==> src/rtl/uart_pkg.sv <==
// Shared definitions for the memory-mapped UART transmitter: FSM states,
// STATUS bit positions and the bus base address.
package uart_pkg;

  typedef enum logic [2:0] {
    ST_IDLE,
    ST_START,
    ST_DATA,
    ST_PARITY,
    ST_STOP
  } txState_t;

  localparam int unsigned STAT_FULL  = 4;
  localparam int unsigned STAT_EMPTY = 5;
  localparam int unsigned STAT_BUSY  = 6;
  localparam int unsigned STAT_OVF   = 7;

  localparam logic [31:0] UART_BASE = 32'hF200_0000;

  // Top-level address decode helper: the block occupies an 8-byte window.
  function automatic logic uartHit(input logic [31:0] addr);
    return addr[31:3] == UART_BASE[31:3];
  endfunction

endpackage

==> src/rtl/sync_fifo.sv <==
// Single-clock FIFO with synchronous reset; DEPTH must be a power of two.
// A push into a full FIFO is accepted only when a pop happens on the same edge.
module sync_fifo #(
  parameter int unsigned WIDTH = 8,
  parameter int unsigned DEPTH = 8
) (
  input  logic                     clk,
  input  logic                     reset,
  input  logic                     push,
  input  logic                     pop,
  input  logic [WIDTH-1:0]         pushData,
  output logic [WIDTH-1:0]         popData,
  output logic                     full,
  output logic                     empty,
  output logic [$clog2(DEPTH):0]   count
);

  localparam int unsigned AW = $clog2(DEPTH);
  localparam int unsigned CW = AW + 1;

  logic [WIDTH-1:0] mem [DEPTH];
  logic [AW-1:0]    wrPtr;
  logic [AW-1:0]    rdPtr;
  logic             doPush;
  logic             doPop;

  always_comb begin
    full    = (count == CW'(DEPTH));
    empty   = (count == '0);
    doPop   = pop && !empty;
    doPush  = push && (!full || doPop);
    popData = mem[rdPtr];
  end

  always_ff @(posedge clk) begin
    if (doPush) mem[wrPtr] <= pushData;
  end

  always_ff @(posedge clk) begin
    if (reset) begin
      wrPtr <= '0;
      rdPtr <= '0;
      count <= '0;
    end else begin
      if (doPush) wrPtr <= wrPtr + 1'b1;
      if (doPop)  rdPtr <= rdPtr + 1'b1;
      case ({doPush, doPop})
        2'b10:   count <= count + 1'b1;
        2'b01:   count <= count - 1'b1;
        default: count <= count;
      endcase
    end
  end

endmodule

==> src/rtl/uart_tx_port.sv <==
// Memory-mapped UART transmitter: 8-deep TX FIFO feeding an 8N1 serialiser
// with programmable bit period. Define UART_TX_PARITY_EN for a parity bit.
module uart_tx_port
  import uart_pkg::*;
#(
  parameter int unsigned FIFO_DEPTH = 8,
  parameter logic [15:0] DIV_RESET  = 16'h0067
) (
  input  logic        clk,
  input  logic        reset,
  input  logic        chipSelect,
  input  logic        regSelect,
  input  logic        write,
  input  logic [31:0] dataIn,
  output logic [31:0] dataOut,
  output logic        txd
);

`ifdef UART_TX_PARITY_EN
  localparam int unsigned DIV_W = 17;
`else
  localparam int unsigned DIV_W = 16;
`endif
  localparam int unsigned CW = $clog2(FIFO_DEPTH) + 1;

  txState_t         state;
  logic [DIV_W-1:0] divisor;
  logic [DIV_W-1:0] baudCnt;
  logic [7:0]       shiftReg;
  logic [2:0]       bitIdx;
  logic             overflow;
`ifdef UART_TX_PARITY_EN
  logic             dataParity;
`endif

  logic             dataWr;
  logic             divWr;
  logic             bitEnd;
  logic             fifoPop;
  logic             fifoFull;
  logic             fifoEmpty;
  logic [7:0]       fifoHead;
  logic [CW-1:0]    fifoCount;
  logic [31:0]      status;
  logic             unusedBits;

  always_comb begin
    dataWr     = chipSelect && write && !regSelect;
    divWr      = chipSelect && write && regSelect;
    bitEnd     = (baudCnt == '0);
    // Pop from IDLE, or at the end of a stop bit to chain frames without a gap.
    fifoPop    = !fifoEmpty && ((state == ST_IDLE) || ((state == ST_STOP) && bitEnd));
    unusedBits = ^dataIn[31:DIV_W];
  end

  sync_fifo #(
    .WIDTH (8),
    .DEPTH (FIFO_DEPTH)
  ) txFifo (
    .clk      (clk),
    .reset    (reset),
    .push     (dataWr),
    .pop      (fifoPop),
    .pushData (dataIn[7:0]),
    .popData  (fifoHead),
    .full     (fifoFull),
    .empty    (fifoEmpty),
    .count    (fifoCount)
  );

  always_ff @(posedge clk) begin
    if (reset) begin
      divisor  <= DIV_W'(DIV_RESET);
      overflow <= 1'b0;
    end else if (divWr) begin
      divisor  <= dataIn[DIV_W-1:0];
      overflow <= 1'b0;
    end else if (dataWr && fifoFull && !fifoPop) begin
      overflow <= 1'b1;
    end
  end

  always_ff @(posedge clk) begin
    if (reset) begin
      state    <= ST_IDLE;
      txd      <= 1'b1;
      baudCnt  <= '0;
      bitIdx   <= '0;
      shiftReg <= '0;
`ifdef UART_TX_PARITY_EN
      dataParity <= 1'b0;
`endif
    end else begin
      case (state)
        ST_IDLE: begin
          if (fifoPop) begin
            shiftReg <= fifoHead;
`ifdef UART_TX_PARITY_EN
            dataParity <= ^fifoHead;
`endif
            baudCnt  <= divisor;
            txd      <= 1'b0;
            state    <= ST_START;
          end
        end
        ST_START: begin
          if (bitEnd) begin
            txd      <= shiftReg[0];
            shiftReg <= shiftReg >> 1;
            bitIdx   <= '0;
            baudCnt  <= divisor;
            state    <= ST_DATA;
          end else begin
            baudCnt <= baudCnt - 1'b1;
          end
        end
        ST_DATA: begin
          if (bitEnd) begin
            baudCnt <= divisor;
            if (bitIdx == 3'd7) begin
`ifdef UART_TX_PARITY_EN
              txd   <= dataParity ^ divisor[16];
              state <= ST_PARITY;
`else
              txd   <= 1'b1;
              state <= ST_STOP;
`endif
            end else begin
              txd      <= shiftReg[0];
              shiftReg <= shiftReg >> 1;
              bitIdx   <= bitIdx + 1'b1;
            end
          end else begin
            baudCnt <= baudCnt - 1'b1;
          end
        end
        ST_PARITY: begin
          if (bitEnd) begin
            txd     <= 1'b1;
            baudCnt <= divisor;
            state   <= ST_STOP;
          end else begin
            baudCnt <= baudCnt - 1'b1;
          end
        end
        ST_STOP: begin
          if (bitEnd) begin
            if (fifoPop) begin
              shiftReg <= fifoHead;
`ifdef UART_TX_PARITY_EN
              dataParity <= ^fifoHead;
`endif
              baudCnt  <= divisor;
              txd      <= 1'b0;
              state    <= ST_START;
            end else begin
              state <= ST_IDLE;
            end
          end else begin
            baudCnt <= baudCnt - 1'b1;
          end
        end
        default: begin
          state <= ST_IDLE;
          txd   <= 1'b1;
        end
      endcase
    end
  end

  always_comb begin
    status              = '0;
    status[3:0]         = 4'(fifoCount);
    status[STAT_FULL]   = fifoFull;
    status[STAT_EMPTY]  = fifoEmpty;
    status[STAT_BUSY]   = (state != ST_IDLE);
    status[STAT_OVF]    = overflow;
  end

  always_comb begin
    if (!chipSelect)    dataOut = '0;
    else if (regSelect) dataOut = 32'(divisor);
    else                dataOut = status;
  end

endmodule

==> config.mk <==
export PLATFORM = sky130hd
export DESIGN_NAME = uart_tx_port
export DESIGN_NICKNAME = d
export VERILOG_FILES = /design/src/rtl/uart_pkg.sv /design/src/rtl/sync_fifo.sv /design/src/rtl/uart_tx_port.sv
export SDC_FILE = /design/constraint.sdc
export NUM_CORES = 1
export LEC_CHECK = 0
export BUFFER_PORTS_ARGS = -buffer_cell sky130_fd_sc_hd__buf_2
export CORE_MARGIN = 3
export CORE_UTILIZATION = 56
export CTS_CLUSTER_DIAMETER = 150
export DETAILED_ROUTE_END_ITERATION = 8
export MAX_ROUTING_LAYER = met4
export PLACE_DENSITY = 0.87
export SETUP_SLACK_MARGIN = 0.4
export SYNTH_ARGS = -nofsm -noshare
export SYNTH_HDL_FRONTEND = slang
export SYNTH_SLANG_ARGS = --single-unit
==> constraint.sdc <==
create_clock -name clk -period 3.53 [get_ports clk]
set_input_delay 0.1765 -clock clk [delete_from_list [all_inputs] [get_ports clk]]
set_output_delay 0.1765 -clock clk [all_outputs]
set_load 0.1 [all_outputs]
# Yosys cells after proc, flatten, opt, wreduce, memory -nomap -nowiden
# Memory sizes are Yosys's and may differ from the RTL's. A register that Yosys moved wholly into a read port is not among the register bits.
# Index checks and enable logic that the tools add are counted.
[classes]
n_addsub = 6
n_reduce_logical = 29
muxes = 36
eq_ne = 15
[op_table]
columns = ["cell", "count"]
rows = [
  ["2-to-1 mux 16 bit", 4],
  ["case mux 16 bit (3 select lines)", 1],
  ["2-to-1 mux 8 bit", 5],
  ["2-to-1 mux 3 bit", 11],
  ["2-to-1 mux 32 bit", 1],
  ["case mux 8 bit (4 select lines)", 1],
  ["logical NOT 16 bit", 1],
  ["subtractor 16 x 1 -> 16 bit (second input constant)", 1],
  ["case mux 3 bit (5 select lines)", 1],
  ["inequality test 2 bit (second input constant)", 7],
  ["adder 3 x 1 -> 3 bit (second input constant)", 3],
  ["logical AND 1 bit", 9],
  ["2-to-1 mux 1 bit", 9],
  ["case mux 4 bit (2 select lines)", 1],
  ["AND reduction 4 bit", 2],
  ["== test 3 x 2 -> 1 bit (second input constant)", 2],
  ["== test 3 bit (second input constant)", 2],
  ["case mux 3 bit (2 select lines)", 1],
  ["AND reduction 6 bit", 1],
  ["nonzero test 3 bit", 2],
  ["case mux 1 bit (5 select lines)", 1],
  ["AND reduction 5 bit", 1],
  ["adder 4 x 1 -> 4 bit (second input constant)", 1],
  ["== test 4 bit (second input constant)", 1],
  ["12 further kinds", 17],
]
[word_totals]
output_inout_bits = 33
register_bits = 58
memories = 1
ramBits = 64
[mem_list]
columns = ["name", "depth", "width", "read_ports", "rd_ports_with_merged_regs", "wr", "line_no", "source"]
rows = [
  ["txFifo.mem", 8, 8, 1, 1, 1, "sync_fifo.sv:21", "logic [WIDTH-1:0] mem [DEPTH];"],
]

# Longest topological paths before layout
[logic_depth]
word_depth = 9
ltp_mapped = 13

# Modules after synthesis
# From an unflattened synthesis, not the netlist that was laid out.
[unflattened]
hier_cells = 603
hier_area_um2 = 6586.3
[modules_own_cells]
columns = ["module", "area_per_inst_um2", "seq_area_each_um2", "cells_per_inst", "n_inst"]
rows = [
  ["uart_tx_port", 3370.7, 960.9, 424, 1],
  ["sync_fifo", 3215.6, 2182.1, 179, 1],
]

# Least setup slack after synthesis
# No wires, ideal clock.
[synth_timing]
path_type = "reg2reg"
start = "register baudCnt[1]"
end = "memory txFifo.mem[0][0] (enable)"
arrival_time_ps = 2724
setup_ps = 398
path_slack_ps = 408
path_stages_with_launch = 10
path_buffers = 2
period_less_slack_ps = 3122
cell_sequence = "dfxtp_1 > inv_1 > ha_1 > nor3b_2 > and4b_1 > buf_6 > buf_4 > a211oi_2 > nor2_2 > nor4b_1"
[synth_via]
elab_chain_len = 9
[synth_lines]
columns = ["element", "line_no", "source"]
rows = [
  ["from (decl)", "uart_tx_port.sv:28", "logic [DIV_W-1:0] baudCnt;"],
  ["from (signal assigned)", "uart_tx_port.sv:101", "baudCnt <= divisor;"],
  ["from (signal assigned)", "uart_tx_port.sv:111", "baudCnt <= divisor;"],
  ["from (signal assigned)", "uart_tx_port.sv:114", "baudCnt <= baudCnt - 1'b1;"],
  ["logical NOT 16 bit", "uart_tx_port.sv:50", "bitEnd = (baudCnt == '0);"],
  ["logical AND 1 bit", "uart_tx_port.sv:52", "fifoPop = !fifoEmpty && ((state == ST_IDLE) || ((state == ST_STOP) && bitEnd));"],
  ["logical OR 1 bit", "uart_tx_port.sv:52", ""],
  ["logical AND 1 bit", "uart_tx_port.sv:52", ""],
  ["logical AND 1 bit", "sync_fifo.sv:30", "doPop = pop && !empty;"],
  ["logical OR 1 bit", "sync_fifo.sv:31", "doPush = push && (!full || doPop);"],
  ["logical AND 1 bit", "sync_fifo.sv:31", ""],
  ["2-to-1 mux 1 bit", "sync_fifo.sv:36", "if (doPush) mem[wrPtr] <= pushData;"],
  ["2-to-1 mux 1 bit (not written as such)", "sync_fifo.sv:36", ""],
  ["to (decl)", "sync_fifo.sv:21", ""],
]
# Every way passes these cells.

# Worst setup path after layout
[layout_timing]
start = "register baudCnt[0]"
end = "register txFifo.count[2]"
[layout_via]
elab_chain_len = 9
word_cells_on_any_way = 11
[layout_lines]
columns = ["element", "line_no", "source"]
rows = [
  ["logical NOT 16 bit (*)", "uart_tx_port.sv:50", ""],
  ["logical AND 1 bit (*)", "uart_tx_port.sv:52", ""],
  ["logical OR 1 bit (*)", "uart_tx_port.sv:52", ""],
  ["logical AND 1 bit (*)", "uart_tx_port.sv:52", ""],
  ["logical AND 1 bit (*)", "sync_fifo.sv:30", ""],
  ["logical OR 1 bit", "sync_fifo.sv:31", ""],
  ["logical AND 1 bit", "sync_fifo.sv:31", ""],
  ["== test 2 x 1 -> 1 bit or == test 2 bit (tied branches)", "sync_fifo.sv:47", "case ({doPush, doPop})"],
  ["case mux 4 bit (2 select lines) or nonzero test 2 bit (tied branches)", "-", ""],
  ["to (signal assigned)", "sync_fifo.sv:48", "2'b10: count <= count + 1'b1;"],
  ["to (signal assigned)", "sync_fifo.sv:49", "2'b01: count <= count - 1'b1;"],
  ["to (signal assigned)", "sync_fifo.sv:50", "default: count <= count;"],
  ["to (decl)", "sync_fifo.sv:15", "output logic [$clog2(DEPTH):0] count"],
]
# Every way passes the cells marked *; elsewhere a longest branch is shown, timed or not.
# A chain may end at the register's enable or synchronous reset.

==> flow_metrics.env <==
export IMPL_status="completed"
export IMPL_timing_max_transition_violations_final=0
export IMPL_ir_drop_v=0.000509
export IMPL_hold_end="divisor[8]"
export IMPL_finalSetupViolCount=0
export IMPL_netlist_top_cells_area="edfxtp_1 (30%), dfxtp_1 (19%), mux4_2 (5.6%)"
export IMPL_wl_per_cell_um=22.0
export IMPL_cp_cell_sequence="inv_1, ha_1, nor3b_2, buf_4, and4b_2, a31oi_4, nor2_1, xor2_1, ha_1, nor3_1, a32o_1, xnor2_1, nor2_1"
export IMPL_timing_rr_end="txFifo.count[2]"
export IMPL_drt_pass1_iter_count=6
export IMPL_clock_sinks=125
export IMPL_hold_class="input pin to flip-flop"
export IMPL_synth_most_common_cell="nand2_1"
export IMPL_cts_tree="yes"
export IMPL_grtUsageTotal_pct=28.9
export IMPL_r2r_slack_ps=520
export IMPL_holdCritStartpoint="dataIn[8]"
export IMPL_num_antenna_cells=0
export IMPL_grt_ovfl_total=0
export IMPL_power_density_nw_per_um2=939
export IMPL_clk_latency_ps=420
export IMPL_slowest_stage="and4b_2"
export IMPL_cts_buffer_depth=2
export IMPL_cts_setup_buffers=0
export IMPL_hold_viol=0
export IMPL_r2r_start="baudCnt[0]"
export IMPL_synthFlopType="edfxtp_1"
export IMPL_yosys_warnings=0
export IMPL_htreeDepth=4
export IMPL_port_buffers=37
export IMPL_internal_power_mw=3.94
export IMPL_netlist_area_leader_share_pct=30.0
export IMPL_drt_total_wl_um=17400
export IMPL_post_synth_top_area_cell="edfxtp_1"
export IMPL_postSynth_asyncResetShare_pct=0
export IMPL_grt_pass1_vias=5288
export IMPL_drive_gt1_share_pct=20.7
export IMPL_cts_root_buf="clkbuf_16"
export IMPL_drtIter0Drc=831
export IMPL_row_count=38
export IMPL_crit_buf_inv=2
export IMPL_slew_headroom_pct=40.3
export IMPL_finalSetupTns_ps=0
export IMPL_avgSynthCellArea_um2=10.7
export IMPL_nets=682
export IMPL_criticalPathCategory="flip-flop to flip-flop"
export IMPL_avgViaCountPerCell=6.78
export IMPL_die_w_um=113
export IMPL_max_stage_delay_ps=420
export IMPL_cp_required_ps=3800
export IMPL_min_period_ps=3010
export IMPL_drc_errors=0
export IMPL_cp_end_kind="flip-flop"
export IMPL_regArea_um2=3140
export IMPL_dp_hpwl_um=10600
export IMPL_ys_seq_area_share_pct=49.1
export IMPL_start_util_pct=58.3
export IMPL_crit_family="simple AND/OR/NAND/NOR gates"
export IMPL_rr_worst_depth=13
export IMPL_fin_skew_ps=9.55
export IMPL_syn_to_final_growth_pct=13.7
export IMPL_yosys_cell_types_count=80
export IMPL_multi_input_area_um2=2940
export IMPL_swShare_pct=42.3
export IMPL_cts_buffers=17
export IMPL_grt_setup_unrepaired="false"
export IMPL_cp_arrival_ps=3280
export IMPL_core_area_um2=11000
export IMPL_synth_area_um2=6400
export IMPL_max_freq_mhz=332
export IMPL_dieArea_um2=12700
export IMPL_final_antenna_net_count=0
export IMPL_power_total_mw=6.83
export IMPL_fillCellCount=719
export IMPL_finalCritPeriodShare_pct=85.3
export IMPL_grt_pass1_wl_um=28000
export IMPL_synthCells=600
export IMPL_ys_seq_elements=125
export IMPL_whs_path_depth=3
export IMPL_total_leakage_power_nw=2.81
export IMPL_cp_start_kind="flip-flop"
export IMPL_die_h_um=113
export IMPL_pwr_share_clk_pct=25.1
export IMPL_antenna_found_initial=0
export IMPL_vias=5371
export IMPL_gp_congestion=0.900
export IMPL_seqPwrFrac_pct=28.9
export IMPL_synth_commonest_cells="nand2_1 (67), edfxtp_1 (64), dfxtp_1 (61), nor2_1 (54), a21oi_1 (41)"
export IMPL_power_switching_mw=2.89
export IMPL_ios=70
export IMPL_critPathMaxFanout=9
export IMPL_p_comb_share_pct=46.0
export IMPL_synth_edf_count=64
export IMPL_grt_max_degree=51
export IMPL_maxCapViolCount=0
export IMPL_path_clk_slew_ps=60
export IMPL_worst_slew_pin_slew_ps=896
worst reg2reg max path, stage by stage, from the launching register on:
cell,delay [ps]
dfxtp_1,370
inv_1,110
ha_1,220
nor3b_2,180
buf_4,170
and4b_2,420
a31oi_4,140
nor2_1,220
xor2_1,200
ha_1,210
nor3_1,70
a32o_1,300
xnor2_1,180
nor2_1,90
layout make-up:
cell class	count	area share, %
clock buffers	18	6.04
inverters	6	0.310
multi-input cells	423	40.4
flip-flops and latches	125	43.2
well taps	140	2.41
clock inverters	14	1.94
repair buffers	66	5.71
repair_timing:
action / CTS / global route
hold buffers: 5 / 0
hold endpoints to repair: 5 / 0
setup endpoints to repair: 0 / 6
resized for setup: 0 / 1
registers in the layout (all words and copies together) (netlist names), named ones only:
| name | cells |
|---|---|
| state | 3 |
| txFifo.mem | 64 |
| overflow | 1 |
| baudCnt | 15 |
| txd | 1 |
| shiftReg | 8 |
| txFifo.wrPtr | 3 |
| txFifo.rdPtr | 3 |
| divisor | 16 |
| txFifo.count | 4 |
| bitIdx | 3 |
cell families (layout without fill, tap and decap cells):
| group | count (synthesis) | count (layout) | share of synthesized area (%) |
|---|---|---|---|
| and+or+nand+nor | 212 | 212 | 16.8 |
| buffers and inverters | 67 | 104 | 5.88 |
| adders and majority gates | 6 | 6 | 1.17 |
| xor gates and xnor gates | 14 | 14 | 1.92 |
| DFF | 125 | 125 | 49.1 |
| muxes | 52 | 52 | 11.4 |
| AOI/OAI and AO/OA | 123 | 123 | 13.6 |
| other | 1 | 16 | 0.0586 |
cells in the final DEF, fill, tap and decap left out, types with 6 or more instances in the layout:
cell / synthesis / layout
nand2_1: 67 / 67
edfxtp_1: 64 / 64
dfxtp_1: 61 / 61
nor2_1: 54 / 54
a21oi_1: 41 / 41
buf_2: 7 / 37
mux2i_1: 30 / 30
buf_4: 19 / 24
o21ai_0: 22 / 22
nand3_1: 21 / 21
clkbuf_16: 0 / 17
mux4_2: 16 / 16
conb_1: 1 / 16
nor3_1: 14 / 14
and3_1: 9 / 9
xor2_1: 7 / 7
nor2b_1: 7 / 7
xnor2_1: 7 / 7
inv_1: 6 / 6
ha_1: 6 / 6
how the worst max path moves through the flow:
stage	end	slack [ps]	cells after the start	start
3_5_place_dp	baudCnt[9]	610	9	baudCnt[1]
4_1_cts	txFifo.count[2]	460	13	baudCnt[1]
2_1_floorplan	txFifo.mem[0][0]	410	9	baudCnt[1]
6_report	txFifo.count[2]	520	13	baudCnt[0]
3_3_place_gp	baudCnt[9]	650	9	baudCnt[1]
5_1_grt	txFifo.count[2]	430	13	baudCnt[1]
per-stage QoR:
stage	utilization [%]	hold slack [ps]	setup WS (ps)	cell area, um2	std cells
floorplan	-	275	408	6460	615
global placement	60.5	416	648	6640	755
detailed placement	60.5	424	606	6640	755
CTS	66.2	3.39	463	7270	792
global route	66.2	24.7	429	7280	792
finish	66.2	8.22	518	7280	792
metal layers:
metal / GRT usage, % / share of wire [%]
met2: 44.9 / 46
met5: - / 0
met3: 7.81 / 13
met4: 14.7 / 5.6
met1: 34.7 / 36
power groups by stage:
stage	logic (mW)	registers [mW]	clock network [mW]
2_1_floorplan	2.45	1.88	0
3_3_place_gp	2.77	1.97	0
3_5_place_dp	2.89	1.98	0
4_1_cts	3.01	1.96	1.72
5_1_grt	3.31	2.00	1.78
6_report	3.14	1.97	1.71
Power figures use the tool's default switching activity.
